<file path="src/rtl/voice_allocator_if.sv">
// Purpose: key-switch input and per-voice oscillator/envelope outputs of the voice allocator.
// Latency: none (signal bundle only).
// Backpressure: none; outputs are level/pulse signals with no handshake.
interface voice_allocator_if #(
    parameter int NUM_KEYS   = 8,
    parameter int NUM_VOICES = 4,
    parameter int ACC_BITS   = 24
);
    logic [NUM_KEYS-1:0]            sw_in;
    logic [NUM_VOICES*ACC_BITS-1:0] voice_inc_out;
    logic [NUM_VOICES-1:0]          voice_gate_out;
    logic [NUM_VOICES-1:0]          voice_trig_out;
    logic                           busy_out;

    // Panel / stimulus side
    modport master (
        output sw_in,
        input  voice_inc_out,
        input  voice_gate_out,
        input  voice_trig_out,
        input  busy_out
    );

    // Allocator side
    modport slave (
        input  sw_in,
        output voice_inc_out,
        output voice_gate_out,
        output voice_trig_out,
        output busy_out
    );
endinterface

</file>
<file path="src/rtl/voice_allocator.sv">
// Purpose: debounce key switches, queue press/release events and map keys onto oscillator voices.
// Latency: 2 sync + DEBOUNCE_CYCLES to accept a key change, then 1 cycle per queued event.
// Backpressure: none; events queue in pending bitmaps, one serviced per cycle, busy_out flags backlog.
module voice_allocator #(
    parameter int NUM_KEYS        = 8,
    parameter int NUM_VOICES      = 4,
    parameter int DEBOUNCE_CYCLES = 65536
) (
    input  logic               clk_in,
    input  logic               rst_n_in,
    voice_allocator_if.slave   bus
);
    localparam int SYNTH_PHASE_ACC_BITS = 24;
    localparam int CW = (DEBOUNCE_CYCLES > 1) ? $clog2(DEBOUNCE_CYCLES) : 1;
    localparam int KW = (NUM_KEYS > 1) ? $clog2(NUM_KEYS) : 1;
    localparam logic [CW-1:0] CNT_LAST = CW'(DEBOUNCE_CYCLES - 1);

    // Tuning table; keys beyond the table play silence.
    function automatic logic [SYNTH_PHASE_ACC_BITS-1:0] tune(input logic [KW-1:0] key);
        logic [SYNTH_PHASE_ACC_BITS-1:0] r;
        case (int'(key))
            0:       r = 24'h00E107;
            1:       r = 24'h00D465;
            2:       r = 24'h00C87A;
            3:       r = 24'h00BD3A;
            4:       r = 24'h00B29A;
            5:       r = 24'h00A894;
            6:       r = 24'h009F1E;
            7:       r = 24'h009630;
            default: r = '0;
        endcase
        return r;
    endfunction

    // Input path state
    logic [NUM_KEYS-1:0] sync1_q, sync1_d;
    logic [NUM_KEYS-1:0] sync2_q, sync2_d;
    logic [NUM_KEYS-1:0] db_q, db_d;
    logic [CW-1:0]       cnt_q [NUM_KEYS];
    logic [CW-1:0]       cnt_d [NUM_KEYS];

    // Event queue
    logic [NUM_KEYS-1:0] press_pend_q, press_pend_d;
    logic [NUM_KEYS-1:0] release_pend_q, release_pend_d;

    // Voice state
    logic [KW-1:0]                   vkey_q [NUM_VOICES];
    logic [KW-1:0]                   vkey_d [NUM_VOICES];
    logic [7:0]                      age_q  [NUM_VOICES];
    logic [7:0]                      age_d  [NUM_VOICES];
    logic [SYNTH_PHASE_ACC_BITS-1:0] inc_q  [NUM_VOICES];
    logic [SYNTH_PHASE_ACC_BITS-1:0] inc_d  [NUM_VOICES];
    logic [NUM_VOICES-1:0]           active_q, active_d;
    logic [NUM_VOICES-1:0]           trig_q, trig_d;

    // Service selection
    logic [KW-1:0] rel_key, prs_key;
    logic          rel_any, prs_any;

    // Synchronise raw switches and debounce each key with its own run-length counter.
    always_comb begin
        sync1_d = bus.sw_in;
        sync2_d = sync1_q;
        db_d    = db_q;
        for (int k = 0; k < NUM_KEYS; k++) begin
            cnt_d[k] = '0;
            if (sync2_q[k] != db_q[k]) begin
                if (cnt_q[k] == CNT_LAST) begin
                    db_d[k] = sync2_q[k];
                end else begin
                    cnt_d[k] = cnt_q[k] + 1'b1;
                end
            end
        end
    end

    // Pick the lowest pending release and the lowest pending press.
    always_comb begin
        rel_key = '0;
        prs_key = '0;
        rel_any = |release_pend_q;
        prs_any = |press_pend_q;
        for (int k = NUM_KEYS - 1; k >= 0; k--) begin
            if (release_pend_q[k]) rel_key = KW'(k);
            if (press_pend_q[k])   prs_key = KW'(k);
        end
    end

    // Service one event per cycle (releases first), then merge newly debounced edges into the queue.
    always_comb begin
        logic            found;
        logic [KW-1:0]   pick;
        logic [7:0]      best_age;
        press_pend_d   = press_pend_q;
        release_pend_d = release_pend_q;
        active_d       = active_q;
        trig_d         = '0;
        found          = 1'b0;
        pick           = '0;
        best_age       = '0;
        for (int v = 0; v < NUM_VOICES; v++) begin
            vkey_d[v] = vkey_q[v];
            age_d[v]  = age_q[v];
            inc_d[v]  = inc_q[v];
        end

        if (rel_any) begin
            release_pend_d[rel_key] = 1'b0;
            if (press_pend_q[rel_key]) begin
                // Press and release both queued: the key never sounded, drop both.
                press_pend_d[rel_key] = 1'b0;
            end else begin
                // Silence the voice still holding this key; a stolen key finds none.
                for (int v = NUM_VOICES - 1; v >= 0; v--) begin
                    if (active_q[v] && vkey_q[v] == rel_key) begin
                        found = 1'b1;
                        pick  = KW'(v);
                    end
                end
                if (found) active_d[pick] = 1'b0;
            end
        end else if (prs_any) begin
            press_pend_d[prs_key] = 1'b0;
            // Lowest free voice, else the oldest busy one (ties to lowest index).
            for (int v = NUM_VOICES - 1; v >= 0; v--) begin
                if (!active_q[v]) begin
                    found = 1'b1;
                    pick  = KW'(v);
                end
            end
            if (!found) begin
                for (int v = 0; v < NUM_VOICES; v++) begin
                    if (v == 0 || age_q[v] > best_age) begin
                        best_age = age_q[v];
                        pick     = KW'(v);
                    end
                end
            end
            for (int v = 0; v < NUM_VOICES; v++) begin
                if (KW'(v) == pick) begin
                    vkey_d[v]   = prs_key;
                    age_d[v]    = '0;
                    inc_d[v]    = tune(prs_key);
                    active_d[v] = 1'b1;
                    trig_d[v]   = 1'b1;
                end else if (active_q[v] && age_q[v] != 8'hFF) begin
                    age_d[v] = age_q[v] + 8'd1;
                end
            end
        end

        press_pend_d   = press_pend_d   | (db_d & ~db_q);
        release_pend_d = release_pend_d | (~db_d & db_q);
    end

    // State register with synchronous active-low reset.
    always_ff @(posedge clk_in) begin
        if (!rst_n_in) begin
            sync1_q        <= '0;
            sync2_q        <= '0;
            db_q           <= '0;
            press_pend_q   <= '0;
            release_pend_q <= '0;
            active_q       <= '0;
            trig_q         <= '0;
            for (int k = 0; k < NUM_KEYS; k++) cnt_q[k] <= '0;
            for (int v = 0; v < NUM_VOICES; v++) begin
                vkey_q[v] <= '0;
                age_q[v]  <= '0;
                inc_q[v]  <= '0;
            end
        end else begin
            sync1_q        <= sync1_d;
            sync2_q        <= sync2_d;
            db_q           <= db_d;
            press_pend_q   <= press_pend_d;
            release_pend_q <= release_pend_d;
            active_q       <= active_d;
            trig_q         <= trig_d;
            for (int k = 0; k < NUM_KEYS; k++) cnt_q[k] <= cnt_d[k];
            for (int v = 0; v < NUM_VOICES; v++) begin
                vkey_q[v] <= vkey_d[v];
                age_q[v]  <= age_d[v];
                inc_q[v]  <= inc_d[v];
            end
        end
    end

    // Pack per-voice increments onto the flat output bus.
    always_comb begin
        for (int v = 0; v < NUM_VOICES; v++) begin
            bus.voice_inc_out[v*SYNTH_PHASE_ACC_BITS +: SYNTH_PHASE_ACC_BITS] = inc_q[v];
        end
    end

    assign bus.voice_gate_out = active_q;
    assign bus.voice_trig_out = trig_q;
    assign bus.busy_out       = |(press_pend_q | release_pend_q);

endmodule
</file>
<file path="src/flat_wrapper.sv">
// flat-port wrapper written by rule: the top's interface ports become plain ports
module voice_allocator_flat 
#(
    parameter int NUM_KEYS        = 8,
    parameter int NUM_VOICES      = 4,
    parameter int DEBOUNCE_CYCLES = 65536
)
  (clk_in, rst_n_in, bus_sw_in, bus_voice_inc_out, bus_voice_gate_out, bus_voice_trig_out, bus_busy_out);
  voice_allocator_if #(.NUM_KEYS(NUM_KEYS), .NUM_VOICES(NUM_VOICES)) bus_i ();
  input  logic clk_in;
  input  logic rst_n_in;
  input wire logic [$bits(bus_i.sw_in)-1:0] bus_sw_in;
  output wire logic [$bits(bus_i.voice_inc_out)-1:0] bus_voice_inc_out;
  output wire logic [$bits(bus_i.voice_gate_out)-1:0] bus_voice_gate_out;
  output wire logic [$bits(bus_i.voice_trig_out)-1:0] bus_voice_trig_out;
  output wire logic [$bits(bus_i.busy_out)-1:0] bus_busy_out;
  assign bus_i.sw_in = bus_sw_in;
  assign bus_voice_inc_out = bus_i.voice_inc_out;
  assign bus_voice_gate_out = bus_i.voice_gate_out;
  assign bus_voice_trig_out = bus_i.voice_trig_out;
  assign bus_busy_out = bus_i.busy_out;
  voice_allocator #(.NUM_KEYS(NUM_KEYS), .NUM_VOICES(NUM_VOICES), .DEBOUNCE_CYCLES(DEBOUNCE_CYCLES)) u_core (.clk_in(clk_in), .rst_n_in(rst_n_in), .bus(bus_i));
endmodule
</file>
<file path="config.mk">
export PLATFORM = sky130hd
export DESIGN_NAME = voice_allocator_flat
export DESIGN_NICKNAME = d
export VERILOG_FILES = /design/src/rtl/voice_allocator_if.sv /design/src/rtl/voice_allocator.sv /design/src/flat_wrapper.sv
export SDC_FILE = /design/constraint.sdc
export NUM_CORES = 1
export LEC_CHECK = 0
export ABC_AREA = 1
export BUFFER_PORTS_ARGS = -buffer_cell sky130_fd_sc_hd__buf_2
export CAP_MARGIN = 20
export CORE_MARGIN = 4
export CORE_UTILIZATION = 35
export DETAILED_ROUTE_END_ITERATION = 8
export MAX_ROUTING_LAYER = met4
export SLEW_MARGIN = 10
export SYNTH_ARGS = -nofsm -noshare
export SYNTH_HDL_FRONTEND = slang
export SYNTH_SLANG_ARGS = --single-unit
</file>
<file path="constraint.sdc">
create_clock -name clk_in -period 5.7 [get_ports clk_in]
set_clock_uncertainty 0.1 [all_clocks]
set_input_delay 0.57 -clock clk_in [delete_from_list [all_inputs] [get_ports clk_in]]
set_output_delay 0.57 -clock clk_in [all_outputs]
set_load 0.02 [all_outputs]
</file>
======== Word-level counts from Yosys, hierarchy flattened ========
Memory sizes are Yosys's and may differ from the RTL's.
Cells that the tools add are included.
storage, ports and cells
  bits in registers ....................... 48
  memories ................................ 8
  word-level logic and storage cells ...... 284
  memory bits (writable) .................. 268
  ROM bits ................................ 480
  bits of input ports ..................... 10
cells by class
  equal/unequal tests ..................... 29
  muxes and demuxes ....................... 155
  bitwise gates (word level) .............. 36
  reductions and logical operators ........ 25
  order comparisons ....................... 9
  $add $sub $neg .......................... 12
memory list
  memory            words  bits a word  read ports  clocked after memory_dff  write ports  RTL line               RTL
  u_core.cnt_q      8      16           8           0                         8            voice_allocator.sv:39  logic [CW-1:0] cnt_q [NUM_KEYS];
  (name not given)  8      15           1           0                         0            voice_allocator.sv:21  case (int'(key))
  (name not given)  8      15           1           0                         0            voice_allocator.sv:21
  (name not given)  8      15           1           0                         0            voice_allocator.sv:21
  (name not given)  8      15           1           0                         0            voice_allocator.sv:21
  u_core.inc_q      4      24           4           0                         4            voice_allocator.sv:51  logic [SYNTH_PHASE_ACC_BITS-1:0] inc_q [NUM_VOICES];
  2 more memories   n/a    n/a          n/a         n/a                       n/a          n/a
operators by type and width
  cell                                           count
  two-way mux 16 bit                             24
  two-way mux 8 bit                              27
  two-way mux 24 bit                             8
  two-way mux 96 bit                             2
  adder 16 x 1 -> 16 bit, second input constant  8
  equality test 16 bit, second input constant    8
  two-way mux 3 bit                              29
  two-way mux 32 bit                             2
  two-way mux 1 bit                              43
  bitwise AND 8 bit                              5
  adder 8 x 1 -> 8 bit, second input constant    4
  != test 8 bit, second input constant           4
  inverter 8 bit                                 4
  > comparator 8 bit                             3
  two-way mux 12 bit                             2
  OR 8 bit                                       3
  OR reduction 8 bit                             3
  two-way mux 2 bit                              10
  OR 1 bit                                       20
  two-way mux 4 bit                              4
  AND reduction 4 bit                            4
  equality test 3 bit                            4
  logical AND 1 bit                              11
  nonzero test 2 bit                             5
  15 further kinds                               29

======== Depth between registers and ports, before layout ========
Gate-level depths: netlist of run 1.
  depth in word-level cells ............... 29
  mapped depth ............................ 43
  gate-level depth less buffers ........... 41

======== Worst setup path before layout of run 1 ========
No wires, ideal clock.
  kind .................................... reg2reg
  start point ............................. mem u_core.age_q[0][3]
  end point ............................... mem u_core.age_q[1][2]
  path buffers ............................ 3
  arrival ................................. 4.251 ns
  clock period less this slack ............ 4.468 ns
  path slack .............................. 1.232 ns
  cell stages (with the launch flop) ...... 32
  path through ............................ dfxtp_1 -> inv_1 -> ha_1 -> nand2_1 -> inv_1 -> nand2_1 -> nand2_1 -> nand2_1 -> a21oi_2 -> clkbuf_1 -> o21ai_0 -> ha_1 -> a21oi_1 -> nor2_1 -> nor2_1 -> nand2_1 -> nand2_2 -> clkbuf_1 -> o21ai_0 -> ha_1 -> a21o_1 -> nor2_1 -> nand2_1 -> nand2_1 -> nand3_1 -> nand2_1 -> nand4_2 -> nand2_1 -> inv_1 -> buf_2 -> o21ai_0 -> nor2_1
RTL lines
  what             RTL line               RTL
  start, declared  voice_allocator.sv:49  logic [7:0] age_q [NUM_VOICES];

==> reports/metrics.cfg, run 1 <==
[job]
cap_violations=0

[finish]
drive_gt1_share_pct=10.4
final_nets=1902
antenna_cells=0
layout_common_cells=nand2_1 (376), dfxtp_1 (284), inv_1 (226)
final_cells=2344
layout_commonest_cell=nand2_1
area_growth_pct=14.3
fin_area_um2=14800

[sta]
slew_headroom_pct=32.5
setup_viol=0
slew_viol_final=0
hold_viol=0
worst_pin_slew_ns=1.01
finalSetupTns_ns=0
rsz0062_at_grt=false
period_needed_ns=4.99
finalCritPeriodShare_pct=87.5
max_freq_mhz=200

[power]
comb_power_share_pct=1.7
cellLeakagePower_nw=6.23
intPower_mw=3.31
netSwitchingFraction_pct=21.4
vdd_ir_drop_max_v=0.000197
p_sw_mw=0.903
p_per_area_nw_per_um2=284
power_mw=4.21
pwr-share-seq_pct=47.4
clkPwrFrac_pct=50.9

[global_route]
grt_start_max_net_pins=35
grt_first_pass_wirelength_mm=49.8
grt_pass1_vias=10400
antenna_found_initial=0
grt_use_total_pct=14.6
gr-total-overflow=0

[floorplanning]
die_area_um2=40200
io_pins=115
coreArea_um2=36600
initial_core_util_pct=35.5
die_y_um=201
rows=70
die_w_um=201

[placement]
place_area_um2=13700
gp_congestion=0.874
port-buffer-count=82
dp.cells=2288
place_hpwl_mm=21.7

[clock_tree]
htreeDepth=1
clk_pin_slew_ns=0.06
cts_hold_buf=0
cts_buffer_depth=3
cts_resized=0
cts_tree=built
clockRootBuffer=clkbuf_16
numCtsBuffers=30
cts_setup_buffers=0
insertion_delay_ns=0.57
numClockSinks=284

[synth]
synthMuxAreaShare_pct=0
yosysTopAreaCell=dfxtp_1
synth_enable_flop_cells=0
synth_compound_area_share_pct=11.4
synthCells=1767
synthArstFlopShare_pct=0
yosysWarningCount=0
ys_ff_latch=284
syn_area_per_cell_um2=7.35
synth-simple-area-share_pct=28.0
ys_types=56
netlist_top_cells_area=dfxtp_1 (44%), nand2_1 (11%), inv_1 (6.6%)
yosysTopAreaCellShare_pct=43.8
synth_area_um2=13000
synthAdderAreaFrac_pct=3.85
synth_xor_area_share_pct=2.83
synth_top_family_by_area=simple AND/OR/NAND/NOR gates
synth_seq_area_share_pct=43.8
ys.flop_type=dfxtp_1

[critical_path]
cp_common_cell=nand2_1
max_stage_delay_ns=0.39
r2r-start=u_core.age_q[0][3]$_SDFFE_PN0P_
reg2reg_depth=28
cp_slowest_cell=dfxtp_1
worstPathMaxFanout=20
criticalPathCategory=reg -> reg
crit_arrival_ns=5.29
startpoint_type=register
crit_path_end_kind=register
r2r_slack_ns=0.71
critical_path_required_ns=6.00
r2r_end=u_core.inc_q[1][5]$_SDFFE_PN0P_

[route]
dr.pass1.iters=5
drtIter0Drc=622
viasPerCell=4.73
drt-total-wl_mm=29.3
drcViolationCount=0
ant_nets=0
vias=11100
wl_per_cell_um=12.5

[worst_hold_path]
whs_endpoint=u_core.sync1_q[5]$_SDFF_PN0_
hold_class=in -> reg
hold_depth=3
min_from=bus_sw_in[5]

[outcome]
status=complete, no violations

state kept, by name (all words and copies together), names as in the netlist, 12 cells and up:
signal	count
u_core.age_q	32
u_core.cnt_q	128
u_core.inc_q	64
u_core.vkey_q	12
synth_stat cells, drive strengths merged, types with 9 or more instances:
cell	n
nor3b	18
xnor2	12
inv	237
dfxtp	284
xor2	30
a21oi	101
nand4	21
nor4	10
buf	52
a31oi	9
nand3	110
o21ai	129
clkbuf	11
nor3	43
ha	40
nor2	213
nand2	390
o22ai	11
layout make-up:
cell class              instances  area (um2)
repair buffers                 85         433
clock inverters                21         288
flip-flops and latches        284        5690
fillers                      3801       21800
multi-input cells            1210        6110
clock buffers                  35         820
inverters                     241         911
well taps                     468         586
stage by stage:
stage / worst slack (ns) / hold slack, ns / utilization [%]
2_1_floorplan: 1.23 / 0.290 / -
3_5_place_dp: 0.578 / 0.311 / 37.5
4_1_cts: 0.573 / 0.0558 / 40.5
6_report: 0.710 / 0.0858 / 40.5
5_1_grt: 0.0511 / 0.0894 / 40.5
3_3_place_gp: 0.680 / 0.307 / 37.5
kinds of logic after synthesis:
| group | count (synthesis) |
|---|---|
| buffers and inverters | 304 |
| and+or+nand+nor | 822 |
| adders and majority gates | 40 |
| other | 1 |
| xor gates and xnor gates | 42 |
| AOI/OAI and AO/OA | 274 |
| DFF | 284 |
power groups by stage:
stage,combinational (mW),clock [mW],sequential (mW)
4_1_cts,0.0714,2.20,2.00
3_5_place_dp,0.0715,0,2.04
2_1_floorplan,0.0724,0,2.04
3_3_place_gp,0.0708,0,2.04
5_1_grt,0.0802,2.28,1.99
6_report,0.0712,2.15,2.00
per-layer routing:
metal / routed length [um] / global-route usage [%] / up-vias
li1: - / - / 5813
met1: 14000 / 19.2 / 5053
met5: 0 / - / -
met4: 633 / 3.24 / 0
met2: 13600 / 24.1 / 175
met3: 1170 / 1.95 / 52
critical path: cells and delay by family (launching register included):
family	cells	cell delay [ns]
buffers and inverters	3	0.50
DFF	1	0.39
and+or+nand+nor	16	2.06
adders and majority gates	3	0.87
AOI/OAI and AO/OA	6	0.91
worst max path at each step:
stage	startpoint	endpoint	slack, ns
after floorplan	u_core.age_q[0][3]$_SDFFE_PN0P_	u_core.age_q[1][2]$_SDFFE_PN0P_	1.23
after detailed placement	u_core.age_q[0][3]$_SDFFE_PN0P_	u_core.age_q[1][2]$_SDFFE_PN0P_	0.58
after global placement	u_core.age_q[0][3]$_SDFFE_PN0P_	u_core.age_q[1][2]$_SDFFE_PN0P_	0.68
after global routing	u_core.age_q[0][3]$_SDFFE_PN0P_	u_core.inc_q[1][1]$_SDFFE_PN0P_	0.05
after CTS	u_core.age_q[0][3]$_SDFFE_PN0P_	u_core.age_q[1][2]$_SDFFE_PN0P_	0.57
final	u_core.age_q[0][3]$_SDFFE_PN0P_	u_core.inc_q[1][5]$_SDFFE_PN0P_	0.71
Note: power is estimated with default switching activity, not from simulation.
==> inputs of run 2 (changes only) <==
CAP_MARGIN = unset   (was 20)
CELL_PAD_IN_SITES_DETAIL_PLACEMENT = 1   (was unset)
CELL_PAD_IN_SITES_GLOBAL_PLACEMENT = 1   (was unset)
PLACE_DENSITY = 0.69   (was unset)
==> run 2 against run 1 <==
Sequential power about the same; maximum frequency decreased by 1.7%; largest power group unchanged; critical path depth increased by 3.
==> reports/metrics.cfg, run 2 (synthesis gave the netlist of run 1 again) <==
[outcome]
status=complete, no violations

[global_route]
grt_use_total_pct=17.2  ; +2.7 points
gr-total-overflow=0  ; unchanged
grt_start_max_net_pins=35  ; unchanged
antenna_found_initial=0  ; unchanged
grt_first_pass_wirelength_mm=57.6  ; +16%
grt_pass1_vias=11900  ; +15%

[finish]
area_growth_pct=15.1
layout_commonest_cell=nand2_1
final_nets=1913  ; +0.58%
final_cells=2355  ; +0.47%
largest-register=u_core.cnt_q
antenna_cells=0  ; unchanged
top_regs=u_core.cnt_q x128, u_core.inc_q x64, u_core.age_q x32
layout_common_cells=nand2_1 (375), dfxtp_1 (284), inv_1 (226)
fillCellCount=4599  ; +21%
largest_register_ff_count=128  ; unchanged
drive_gt1_share_pct=10.8  ; +0.31 points

[critical_path]
cp_slowest_cell=dfxtp_1
crit_arrival_ns=5.36  ; +0.07 ns
worstPathMaxFanout=19  ; -5.0%
r2r-start=u_core.age_q[0][3]$_SDFFE_PN0P_
criticalPathCategory=reg -> reg
cp_common_cell=nand2_1
startpoint_type=register
r2r_slack_ns=0.63  ; -0.09 ns
reg2reg_depth=31  ; +11%
crit_path_end_kind=register
r2r_end=u_core.inc_q[1][0]$_SDFFE_PN0P_
critical_path_required_ns=5.99  ; about the same
max_stage_delay_ns=0.39  ; about the same

[route]
vias=11600  ; +4.5%
wl_per_cell_um=14.5  ; +16%
drcViolationCount=0  ; unchanged
drt-total-wl_mm=34.1  ; +16%
dr.pass1.iters=5  ; unchanged
viasPerCell=4.92  ; +4.1%
ant_nets=0  ; unchanged
drtIter0Drc=413  ; -34%

[power]
cellLeakagePower_nw=6.29  ; +0.97%
netSwitchingFraction_pct=22.0  ; +0.54 points
p_sw_mw=0.949  ; +5.0%
comb_power_share_pct=1.8  ; about the same
vdd_ir_drop_max_v=0.000221  ; +12%
power_mw=4.32  ; +2.5%
intPower_mw=3.37  ; +1.8%
pwr-share-seq_pct=46.2  ; -1.2 points
p_per_area_nw_per_um2=289  ; +1.7%
clkPwrFrac_pct=52.0  ; +1.1 points

[job]
cap_violations=0  ; unchanged

[clock_tree]
numCtsBuffers=34  ; +13%
clk_pin_slew_ns=0.06  ; about the same
clockRootBuffer=clkbuf_16
numClockSinks=284  ; unchanged
cts_tree=built
insertion_delay_ns=0.53  ; -0.04 ns
htreeDepth=2  ; +1
cts_buffer_depth=3  ; unchanged

[worst_hold_path]
min_from=bus_sw_in[0]
whs_endpoint=u_core.sync1_q[0]$_SDFF_PN0_
hold_class=in -> reg
hold_depth=3  ; unchanged

[sta]
setup_ws_ns=0.625  ; -0.0852 ns
finalSetupTns_ns=0  ; unchanged
setup_viol=0  ; unchanged
max_freq_mhz=197  ; -1.7%
period_needed_ns=5.07  ; +0.0852 ns
finalCritPeriodShare_pct=89.0  ; +1.5 points
slew_headroom_pct=58.4  ; +26 points
slew_viol_final=0  ; unchanged
rsz0062_at_grt=false
holdWs_ns=0.131  ; +0.0457 ns
worst_pin_slew_ns=0.618  ; -0.387 ns
hold_viol=0  ; unchanged

[floorplanning]
io_pins=115  ; unchanged
die_w_um=201  ; unchanged
die_y_um=201  ; unchanged
initial_core_util_pct=35.5  ; unchanged
rows=70  ; unchanged
coreArea_um2=36600  ; unchanged
die_area_um2=40200  ; unchanged

[placement]
dp.cells=2292  ; +0.17%
gp_congestion=0.852  ; -2.4%
post-place-ws_ns=0.343  ; -0.236 ns
port-buffer-count=82  ; unchanged
place_hpwl_mm=25.1  ; +15%

run 2: power groups by stage:
stage / logic [mW] / clock network [mW] / registers, mW
final: 0.0772 / 2.24 / 2.00
after floorplan: 0.0724 / 0 / 2.04
after global placement: 0.0735 / 0 / 2.04
after global routing: 0.0866 / 2.40 / 2.00
after CTS: 0.0754 / 2.32 / 2.00
after detailed placement: 0.0749 / 0 / 2.04
run 2: repair_timing:
action | 4_1_cts | 5_1_grt
setup buffers | 0 | 2
endpoints found under the setup margin | 0 | 38
gates resized for setup | 0 | 4
hold buffers | 0 | 0
run 2: worst max path at each step:
stage / startpoint / to / cells after the start / slack (ns)
2_1_floorplan: u_core.age_q[0][3]$_SDFFE_PN0P_ / u_core.age_q[1][2]$_SDFFE_PN0P_ / 31 / 1.23
3_5_place_dp: u_core.age_q[0][3]$_SDFFE_PN0P_ / u_core.age_q[1][5]$_SDFFE_PN0P_ / 31 / 0.34
4_1_cts: u_core.age_q[0][3]$_SDFFE_PN0P_ / u_core.age_q[1][5]$_SDFFE_PN0P_ / 31 / 0.31
6_report: u_core.age_q[0][3]$_SDFFE_PN0P_ / u_core.inc_q[1][0]$_SDFFE_PN0P_ / 31 / 0.63
5_1_grt: u_core.age_q[0][3]$_SDFFE_PN0P_ / u_core.age_q[2][2]$_SDFFE_PN0P_ / 33 / 0.12
3_3_place_gp: u_core.age_q[0][3]$_SDFFE_PN0P_ / u_core.age_q[1][5]$_SDFFE_PN0P_ / 31 / 0.53
run 2: per-layer routing:
metal	track usage (%)	wire length, um	up-vias
met2	30.5	16900	109
met1	20.5	15400	5578
met5	-	0	-
li1	-	-	5842
met4	4.94	886	0
met3	2.41	950	68
run 2: final cells by class:
class | instances | area [um2] | share of cell area (%)
flip-flops and latches | 284 | 5690 | 38.0
repair buffers | 91 | 478 | 3.20
inverters | 241 | 911 | 6.09
clock inverters | 12 | 170 | 1.14
clock buffers | 48 | 993 | 6.65
multi-input cells | 1210 | 6110 | 40.9
repair inverters | 1 | 7.51 | 0.0502
well taps | 468 | 586 | 3.92
run 2: through the flow:
| stage | area [um2] | utilization (%) |
|---|---|---|
| floorplan | 13100 | - |
| global placement | 13700 | 37.5 |
| detailed placement | 13700 | 37.5 |
| CTS | 14900 | 40.7 |
| global route | 14900 | 40.8 |
| finish | 14900 | 40.8 |
run 2: worst max-delay path: cells and delay by family, from the launching register on:
| family | cells | cell delay, ns |
|---|---|---|
| simple gates | 19 | 2.07 |
| compound gates | 6 | 1.02 |
| fa+ha+maj | 3 | 0.89 |
| buf+inv | 3 | 0.44 |
| flops | 1 | 0.39 |
